<file path="src/rtl/ad_ip_jesd204_tpl_adc_pnmon_if.sv">
// ad_ip_jesd204_tpl_adc_pnmon_if: sample/status bundle between a converter channel and its PN monitor.
// master drives data and pn_seq_sel; slave (the monitor) returns pn_err, pn_oos and pn_err_count.
interface ad_ip_jesd204_tpl_adc_pnmon_if #(
    parameter int DATA_WIDTH = 16
);
    logic [DATA_WIDTH-1:0] data;
    logic [3:0]            pn_seq_sel;
    logic                  pn_err;
    logic                  pn_oos;
    logic [31:0]           pn_err_count;
    modport master (output data, pn_seq_sel, input pn_err, pn_oos, pn_err_count);
    modport slave (input data, pn_seq_sel, output pn_err, pn_oos, pn_err_count);
endinterface

</file>
<file path="src/rtl/ad_ip_jesd204_tpl_adc_pnmon.sv">
// ad_ip_jesd204_tpl_adc_pnmon: PN7/PN15 monitor for one converter channel, OOS/SYNC lock tracking.
// Ports: link_clk (only clock), adc_rst (sync active-high reset),
//        pn.slave: data, pn_seq_sel in; pn_err, pn_oos, pn_err_count out.
// Optional saturating error counter enabled by macro TPL_PNMON_ERR_CNT_EN (pn_err_count=0 otherwise).
module ad_ip_jesd204_tpl_adc_pnmon #(
    parameter int DATA_WIDTH    = 16,
    parameter int OOS_THRESHOLD = 16
) (
    input  logic                           link_clk,
    input  logic                           adc_rst,
    ad_ip_jesd204_tpl_adc_pnmon_if.slave   pn
);
    typedef enum logic {OOS, SYNC} state_t;
    state_t                state;
    logic [7:0]            run_cnt;
    logic [DATA_WIDTH-1:0] data_q, exp_q, ref_w, exp_w;
    logic [3:0]            sel_q;
    logic                  err_q, en, chg, match, hit, err_d;

    // Extends the reference word by DATA_WIDTH LFSR bits; higher bit positions are older.
    function automatic logic [DATA_WIDTH-1:0] pn_next(input logic [DATA_WIDTH-1:0] r, input logic pn15);
        logic [2*DATA_WIDTH-1:0] s;
        s = {r, {DATA_WIDTH{1'b0}}};
        for (int i = DATA_WIDTH - 1; i >= 0; i--)
            s[i] = pn15 ? s[i+15] ^ s[i+14] : s[i+7] ^ s[i+6];
        return s[DATA_WIDTH-1:0];
    endfunction

    assign en    = sel_q == 4'h4 || sel_q == 4'h5;
    assign chg   = pn.pn_seq_sel != sel_q;
    // Out of sync we seed from the received stream; in sync we free-run on our own prediction.
    assign ref_w = state == OOS ? data_q : exp_q;
    assign exp_w = pn_next(ref_w, sel_q == 4'h5);
    assign match = pn.data == exp_w && pn.data != '0;
    assign hit   = run_cnt >= 8'(OOS_THRESHOLD - 1);
    assign err_d = en && !chg && state == SYNC && !match;

    always_ff @(posedge link_clk) begin
        if (adc_rst) begin
            state   <= OOS;
            run_cnt <= '0;
            data_q  <= '0;
            exp_q   <= '0;
            sel_q   <= '0;
            err_q   <= 1'b0;
        end else begin
            data_q <= pn.data;
            exp_q  <= exp_w;
            sel_q  <= pn.pn_seq_sel;
            err_q  <= err_d;
            if (chg || !en) begin
                state   <= OOS;
                run_cnt <= '0;
            end else begin
                // The run counts toward leaving the current state and restarts on the opposite outcome.
                run_cnt <= (state == OOS) != match || hit ? '0 : run_cnt + 8'd1;
                if ((state == OOS) == match && hit)
                    state <= state == OOS ? SYNC : OOS;
            end
        end
    end

    assign pn.pn_err = err_q;
    assign pn.pn_oos = state == OOS;

`ifdef TPL_PNMON_ERR_CNT_EN
    logic [31:0] err_cnt;
    always_ff @(posedge link_clk) begin
        if (adc_rst || chg)
            err_cnt <= '0;
        else if (err_d && err_cnt != '1)
            err_cnt <= err_cnt + 32'd1;
    end
    assign pn.pn_err_count = err_cnt;
`else
    assign pn.pn_err_count = 32'h0;
`endif
endmodule
</file>
<file path="src/flat_wrapper.sv">
// flat-port wrapper written by rule: the top's interface ports become plain ports
module ad_ip_jesd204_tpl_adc_pnmon_flat 
#(
    parameter int DATA_WIDTH    = 16,
    parameter int OOS_THRESHOLD = 16
)
  (link_clk, adc_rst, pn_data, pn_pn_seq_sel, pn_pn_err, pn_pn_oos, pn_pn_err_count);
  ad_ip_jesd204_tpl_adc_pnmon_if #(.DATA_WIDTH(DATA_WIDTH)) pn_i ();
  input  logic link_clk;
  input  logic adc_rst;
  input wire logic [$bits(pn_i.data)-1:0] pn_data;
  input wire logic [$bits(pn_i.pn_seq_sel)-1:0] pn_pn_seq_sel;
  output wire logic [$bits(pn_i.pn_err)-1:0] pn_pn_err;
  output wire logic [$bits(pn_i.pn_oos)-1:0] pn_pn_oos;
  output wire logic [$bits(pn_i.pn_err_count)-1:0] pn_pn_err_count;
  assign pn_i.data = pn_data;
  assign pn_i.pn_seq_sel = pn_pn_seq_sel;
  assign pn_pn_err = pn_i.pn_err;
  assign pn_pn_oos = pn_i.pn_oos;
  assign pn_pn_err_count = pn_i.pn_err_count;
  ad_ip_jesd204_tpl_adc_pnmon #(.DATA_WIDTH(DATA_WIDTH), .OOS_THRESHOLD(OOS_THRESHOLD)) u_core (.link_clk(link_clk), .adc_rst(adc_rst), .pn(pn_i));
endmodule
</file>
<file path="config.mk">
export PLATFORM = sky130hd
export DESIGN_NAME = ad_ip_jesd204_tpl_adc_pnmon_flat
export DESIGN_NICKNAME = d
export VERILOG_FILES = /design/src/rtl/ad_ip_jesd204_tpl_adc_pnmon_if.sv /design/src/rtl/ad_ip_jesd204_tpl_adc_pnmon.sv /design/src/flat_wrapper.sv
export SDC_FILE = /design/constraint.sdc
export NUM_CORES = 1
export LEC_CHECK = 0
export ABC_AREA = 1
export BUFFER_PORTS_ARGS = -buffer_cell sky130_fd_sc_hd__buf_4
export CAP_MARGIN = 20
export CORE_MARGIN = 4
export CORE_UTILIZATION = 55
export CTS_BUF_LIST = sky130_fd_sc_hd__clkbuf_2
export CTS_CLUSTER_DIAMETER = 50
export DETAILED_ROUTE_END_ITERATION = 10
export MAX_ROUTING_LAYER = met4
export PLACE_DENSITY = 0.8
export SYNTH_ARGS = -nofsm -noshare
export SYNTH_HDL_FRONTEND = slang
export SYNTH_SLANG_ARGS = --single-unit
</file>
<file path="constraint.sdc">
create_clock -name link_clk -period 2.5 [get_ports link_clk]
set_input_delay 0.5 -clock link_clk [delete_from_list [all_inputs] [get_ports link_clk]]
set_output_delay 0.5 -clock link_clk [all_outputs]
set_load 0.1 [all_outputs]
</file>
* Word-level counts from Yosys, hierarchy flattened *
Index checks and enable logic that the tools add are counted.

word-level totals
  input port bits = 22
  register bits = 44
  output and inout bits = 34

operators by class
  add/subtract/negate cells = 1
  magnitude comparators = 1
  multiplexer cells = 18
  reductions and logical operators = 14
  bitwise gates (word level) = 25
  equal/unequal tests = 6

operator list
  cell                                                                   count
  1-bit bitwise XOR                                                      24
  1-bit 2-to-1 mux                                                       17
  16-bit equality test                                                   1
  16-bit nonzero test                                                    1
  15-bit 2-to-1 mux                                                      1
  8-bit by 1-bit adder with 8-bit output, second input constant          1
  4-bit by 3-bit equality test with 1-bit output, second input constant  2
  8-bit by 4-bit >= comparator with 1-bit output, second input constant  1
  1-bit logical AND                                                      5
  4-bit != test                                                          1
  1-bit zero test                                                        3
  1-bit logical OR                                                       3
  3-bit OR reduction                                                     1
  2-bit OR reduction                                                     1
  1-bit equality test                                                    1
  1-bit != test                                                          1
  1-bit NOT                                                              1

* Logic depth before layout (Yosys ltp) *
  depth in word-level cells = 12
  mapped depth = 21

* Worst setup path before layout *
OpenSTA, ideal clock, no wires.

  kind = register -> register
  from = reg u_core.state
  to = reg u_core.run_cnt[2]
  cell stages (with the launch flop) = 20
  path buffers = 1
  setup slack = 208 ps
  required time = 2384 ps
  library setup time = 116 ps
  arrival = 2177 ps
  cell sequence = dfxtp_1 inv_2 buf_2 nand2_1 nand2_1 nand2_1 nand3_1 nand2_1 nand2_1 nand2_1 nor2_1 nand2_1 nor2_1 nand2_1 nor2_1 nand3_1 nand2_1 nand2_1 nand2_2 nor2_1

RTL lines
  item                          RTL line                           source
  start, declared               ad_ip_jesd204_tpl_adc_pnmon.sv:14  state_t state;
  start signal, assigned        ad_ip_jesd204_tpl_adc_pnmon.sv:58  state <= state == OOS ? SYNC : OOS;
  1-bit NOT                     -
  net pn_pn_oos                 flat_wrapper.sv:14                 output wire logic [$bits(pn_i.pn_oos)-1:0] pn_pn_oos;
  1-bit != test                 ad_ip_jesd204_tpl_adc_pnmon.sv:56  run_cnt <= (state == OOS) != match || hit ? '0 : run_cnt + 8'd1;
  1-bit logical OR              ad_ip_jesd204_tpl_adc_pnmon.sv:56
  3-bit OR reduction (no line)  -
  end signal, assigned          ad_ip_jesd204_tpl_adc_pnmon.sv:56
  end, declared                 ad_ip_jesd204_tpl_adc_pnmon.sv:15  logic [7:0] run_cnt;

The timed path passes the listed nets, and every way through them passes these cells.
A chain may end at the register's enable or synchronous reset.

* Worst setup path in the final report *
  from = reg u_core.state
  to = reg u_core.run_cnt[3]

on the way
  longest elaborated chain between the ends = 12

ends and longest elaborated chain
  item                            RTL line                           source
  15-bit 2-to-1 mux               ad_ip_jesd204_tpl_adc_pnmon.sv:32  assign ref_w = state == OOS ? data_q : exp_q;
  1-bit bitwise XOR               ad_ip_jesd204_tpl_adc_pnmon.sv:25  s[i] = pn15 ? s[i+15] ^ s[i+14] : s[i+7] ^ s[i+6];
  1-bit 2-to-1 mux                ad_ip_jesd204_tpl_adc_pnmon.sv:25
  1-bit bitwise XOR               ad_ip_jesd204_tpl_adc_pnmon.sv:25
  1-bit 2-to-1 mux                ad_ip_jesd204_tpl_adc_pnmon.sv:25
  1-bit bitwise XOR               ad_ip_jesd204_tpl_adc_pnmon.sv:25
  1-bit 2-to-1 mux                ad_ip_jesd204_tpl_adc_pnmon.sv:25
  16-bit equality test            ad_ip_jesd204_tpl_adc_pnmon.sv:34  assign match = pn.data == exp_w && pn.data != '0;
  1-bit logical AND               ad_ip_jesd204_tpl_adc_pnmon.sv:34
  1-bit != test *                 ad_ip_jesd204_tpl_adc_pnmon.sv:56
  1-bit logical OR *              ad_ip_jesd204_tpl_adc_pnmon.sv:56
  3-bit OR reduction (no line) *  -

Every way passes the cells marked *; elsewhere a longest branch is shown, timed or not.

==> impl_metrics.toml <==
[die]
fp.dieW_um = 79.37
core_sq_um = 4817
die_y_um = 79.37
io_pins = 56
dieArea_sq_um = 6300
initial_core_util_pct = 58.16
num_rows = 25

[logic_synthesis]
synthCells = 476
yosysMostFrequentCell = "nand2_1"
synth.area.top_cells = "dfxtp_1, nand2_1, buf_4"
syn_area_sq_um = 2801
yosys.area.top_type_share_pct = 31.44
synth-edff-count = 0
synth_area_per_cell_sq_um = 5.885
synth-main-ff-cell = "dfxtp_1"
synth_top_area_cell = "dfxtp_1"
ys_seq_elements = 44
synth_common_cells = "nand2_1, inv_1, nor2_1"
ys_warn_count = 0
yosysSeqAreaShare_pct = 31.44
synth_cell_types = 25
synthArstFlopShare_pct = 0

[global_route]
top_usage_layer = "met2"
use_met3_pct = 4.176
grtUsageTotal_pct = 23.14
grt_pass1_wl_um = 11160
use_met1_pct = 27.33
met2_usage_pct = 39.14
grt_max_degree = 36
grt_pass1_vias = 2573
grt_overflow_total = 0
antenna_found_initial = 0

[cts]
cts.sinks = 44
ctsHoldBuffers = 0
ctsHtreeMaxLevel = 2
cts.path.max_buffers = 2
cts_buffers = 5
clk_latency_ns = 0.43
clkSlewWorstSetupHoldPaths_ns = 0.21
clockRootBuffer = "clkbuf_2"
cts_tree = "yes"

[drt]
routedWlPerCell_um = 12.56
vias = 2900
drtIter0Drc = 280
wl_um = 7262
dr.pass1.iters = 5
antenna_left = 0
vias_per_cell = 5.017
drc = 0

[worst_hold_path]
worstHoldEndpoint = "u_core.sel_q[3]"
hold_depth = 3
worstHoldStart = "pn_pn_seq_sel[3]"
min_path_type = "primary input to register"

[place]
dp_hpwl_um = 5267
dp_cells = 563
place_congestion = 0.9782
port_buffers = 23
placed_area_sq_um = 2929

[critical_path]
critical-path-max-stage-delay_ns = 0.49
cp_slowest_cell = "dfxtp_4"
crit_type = "register to register"
reg2regPathDepth = 20
crit_fanout = 7
critPathCaptureType = "register"
start_kind = "register"
rrSetupSlack_ns = 0.19
r2r-start = "u_core.state"
crit_top_cell = "nand2_1"
crit_buf_inv = 1
cp.arrival_ns = 2.65
crit_chain = "clkbuf_16 -> nand2_1 -> nand2_1 -> nand2_1 -> nand2_2 -> nand2_4 -> nand2_1 -> nand2_1 -> nand2_1 -> nand2_1 -> nor2_1 -> nand2_1 -> nor2_1 -> nand2_1 -> nor2_2 -> nand3_2 -> nand2_1 -> nand2_1 -> nand2_2 -> nor2_2"
r2r_end = "u_core.run_cnt[3]"
cp.required_ns = 2.84
path_delay_family = "simple AND/OR/NAND/NOR gates"

[power]
power_frac_clock_pct = 23.9
total_leakage_power_nw = 1.721
combPwrFrac_pct = 31.5
power.internal_w = 0.001030
power_frac_seq_pct = 44.6
p_per_area_nw_per_um2 = 535.5
switchingPower_w = 0.0006824
ir_drop_uv = 392.8
switching_share_pct = 39.86

[timing]
min_period_ns = 2.315
fin_tns_setup_ns = 0
hold_viol = 0
fin_skew_ns = 0.02135
report.final.slew_viol_count = 0
max_clock_freq_mhz = 432.0
hold_ws_ns = 0.2744
finalSetupViolations = 0
min_period_over_period_pct = 92.58

[final_layout]
instances_no_fill = 578
final_util_pct = 66.36
design_area_sq_um = 3197
layout-area-overhead-vs-synth_pct = 14.11
nFillCells = 461
num_antenna_cells = 0
drive_above_1_share_pct = 14.29
fin_nets = 533

[outcome]
status = "complete, no violations"

[job]
cap_violations = 0
[per-stage QoR]
stage               power (W)  worst slack, ns
global placement     0.001278           0.1211
global route         0.001806         -0.02759
detailed placement   0.001284          0.05206
CTS                  0.001687          0.01760
finish               0.001712           0.1854
floorplan            0.001232           0.2075
[registers in the layout (all words and copies together), names as in the netlist]
register and cells:
u_core.exp_q 15, u_core.run_cnt 8, u_core.data_q 15, u_core.pn.pn_err 1, u_core.state 1, u_core.sel_q 4
[power by group through the flow]
stage / clock [W] / sequential, W / combinational [W]
3_3_place_gp: 0 / 0.000776 / 0.000502
4_1_cts: 0.000414 / 0.000763 / 0.000509
5_1_grt: 0.000454 / 0.000769 / 0.000584
3_5_place_dp: 0 / 0.000777 / 0.000507
2_1_floorplan: 0 / 0.000773 / 0.000459
6_report: 0.000410 / 0.000763 / 0.000539
[worst register-to-register path: stages, from the launching register on]
cell and delay, ns:
dfxtp_4 0.49, clkbuf_16 0.18, nand2_1 0.06, nand2_1 0.10, nand2_1 0.08, nand2_2 0.14, nand2_4 0.09, nand2_1 0.08
nand2_1 0.05, nand2_1 0.06, nand2_1 0.06, nor2_1 0.08, nand2_1 0.06, nor2_1 0.12, nand2_1 0.08, nor2_2 0.12
nand3_2 0.08, nand2_1 0.08, nand2_1 0.07, nand2_2 0.11, nor2_2 0.05
[layer usage]
layer | share of wire [%] | vias up
met4 | 3.1 | 0
met1 | 41 | 1298
met3 | 7.6 | 31
met5 | 0 | -
met2 | 48 | 126
li1 | - | 1445
[logic make-up after synthesis]
logic type	Yosys count	synth area share (%)
other	1	0.1339
adder cells (fa/ha/maj)	1	0.4466
buffers and inverters	101	18.53
XOR/XNOR	5	1.563
flip-flops	44	31.44
AO/OA/AOI/OAI	8	1.697
AND/OR/NAND/NOR	316	46.18
[worst max path at each step]
stage                             end         start  cells past startpoint
finish              u_core.run_cnt[3]  u_core.state                     20
global route        u_core.run_cnt[1]  u_core.state                     20
CTS                 u_core.run_cnt[3]  u_core.state                     19
detailed placement  u_core.run_cnt[3]  u_core.state                     20
global placement    u_core.run_cnt[3]  u_core.state                     20
floorplan           u_core.run_cnt[2]  u_core.state                     19
[cell type report]
| cell class | count | area [sq um] | share of cell area (%) |
|---|---|---|---|
| Clock buffer | 5 | 25.02 | 0.7828 |
| Multi-Input combinational cell | 366 | 1618 | 50.61 |
| Tap cell | 67 | 83.83 | 2.622 |
| Inverter | 57 | 221.5 | 6.928 |
| Timing Repair Buffer | 36 | 321.6 | 10.06 |
| Sequential cell | 44 | 884.6 | 27.67 |
| Clock inverter | 3 | 42.54 | 1.331 |
[cell usage in the layout (no fill, tap or decap), drive strengths merged]
master,synthesis,routed
xor2,2,2
clkbuf,5,7
dfxtp,44,44
nand3,44,44
conb,1,36
xnor2,3,3
or2,1,1
nor3,1,1
clkinv,1,3
nor4,3,3
nand2,208,208
bufinv,0,1
ha,1,1
inv,56,56
buf,39,34
nor2,49,49
a21oi,3,3
nand4,10,10
o21ai,5,5
[timing repair]
item                       CTS  global route
setup endpoints to repair    0             6
resized for setup            0            33
buffers inserted             0             4
Power figures use the tool's default switching activity.
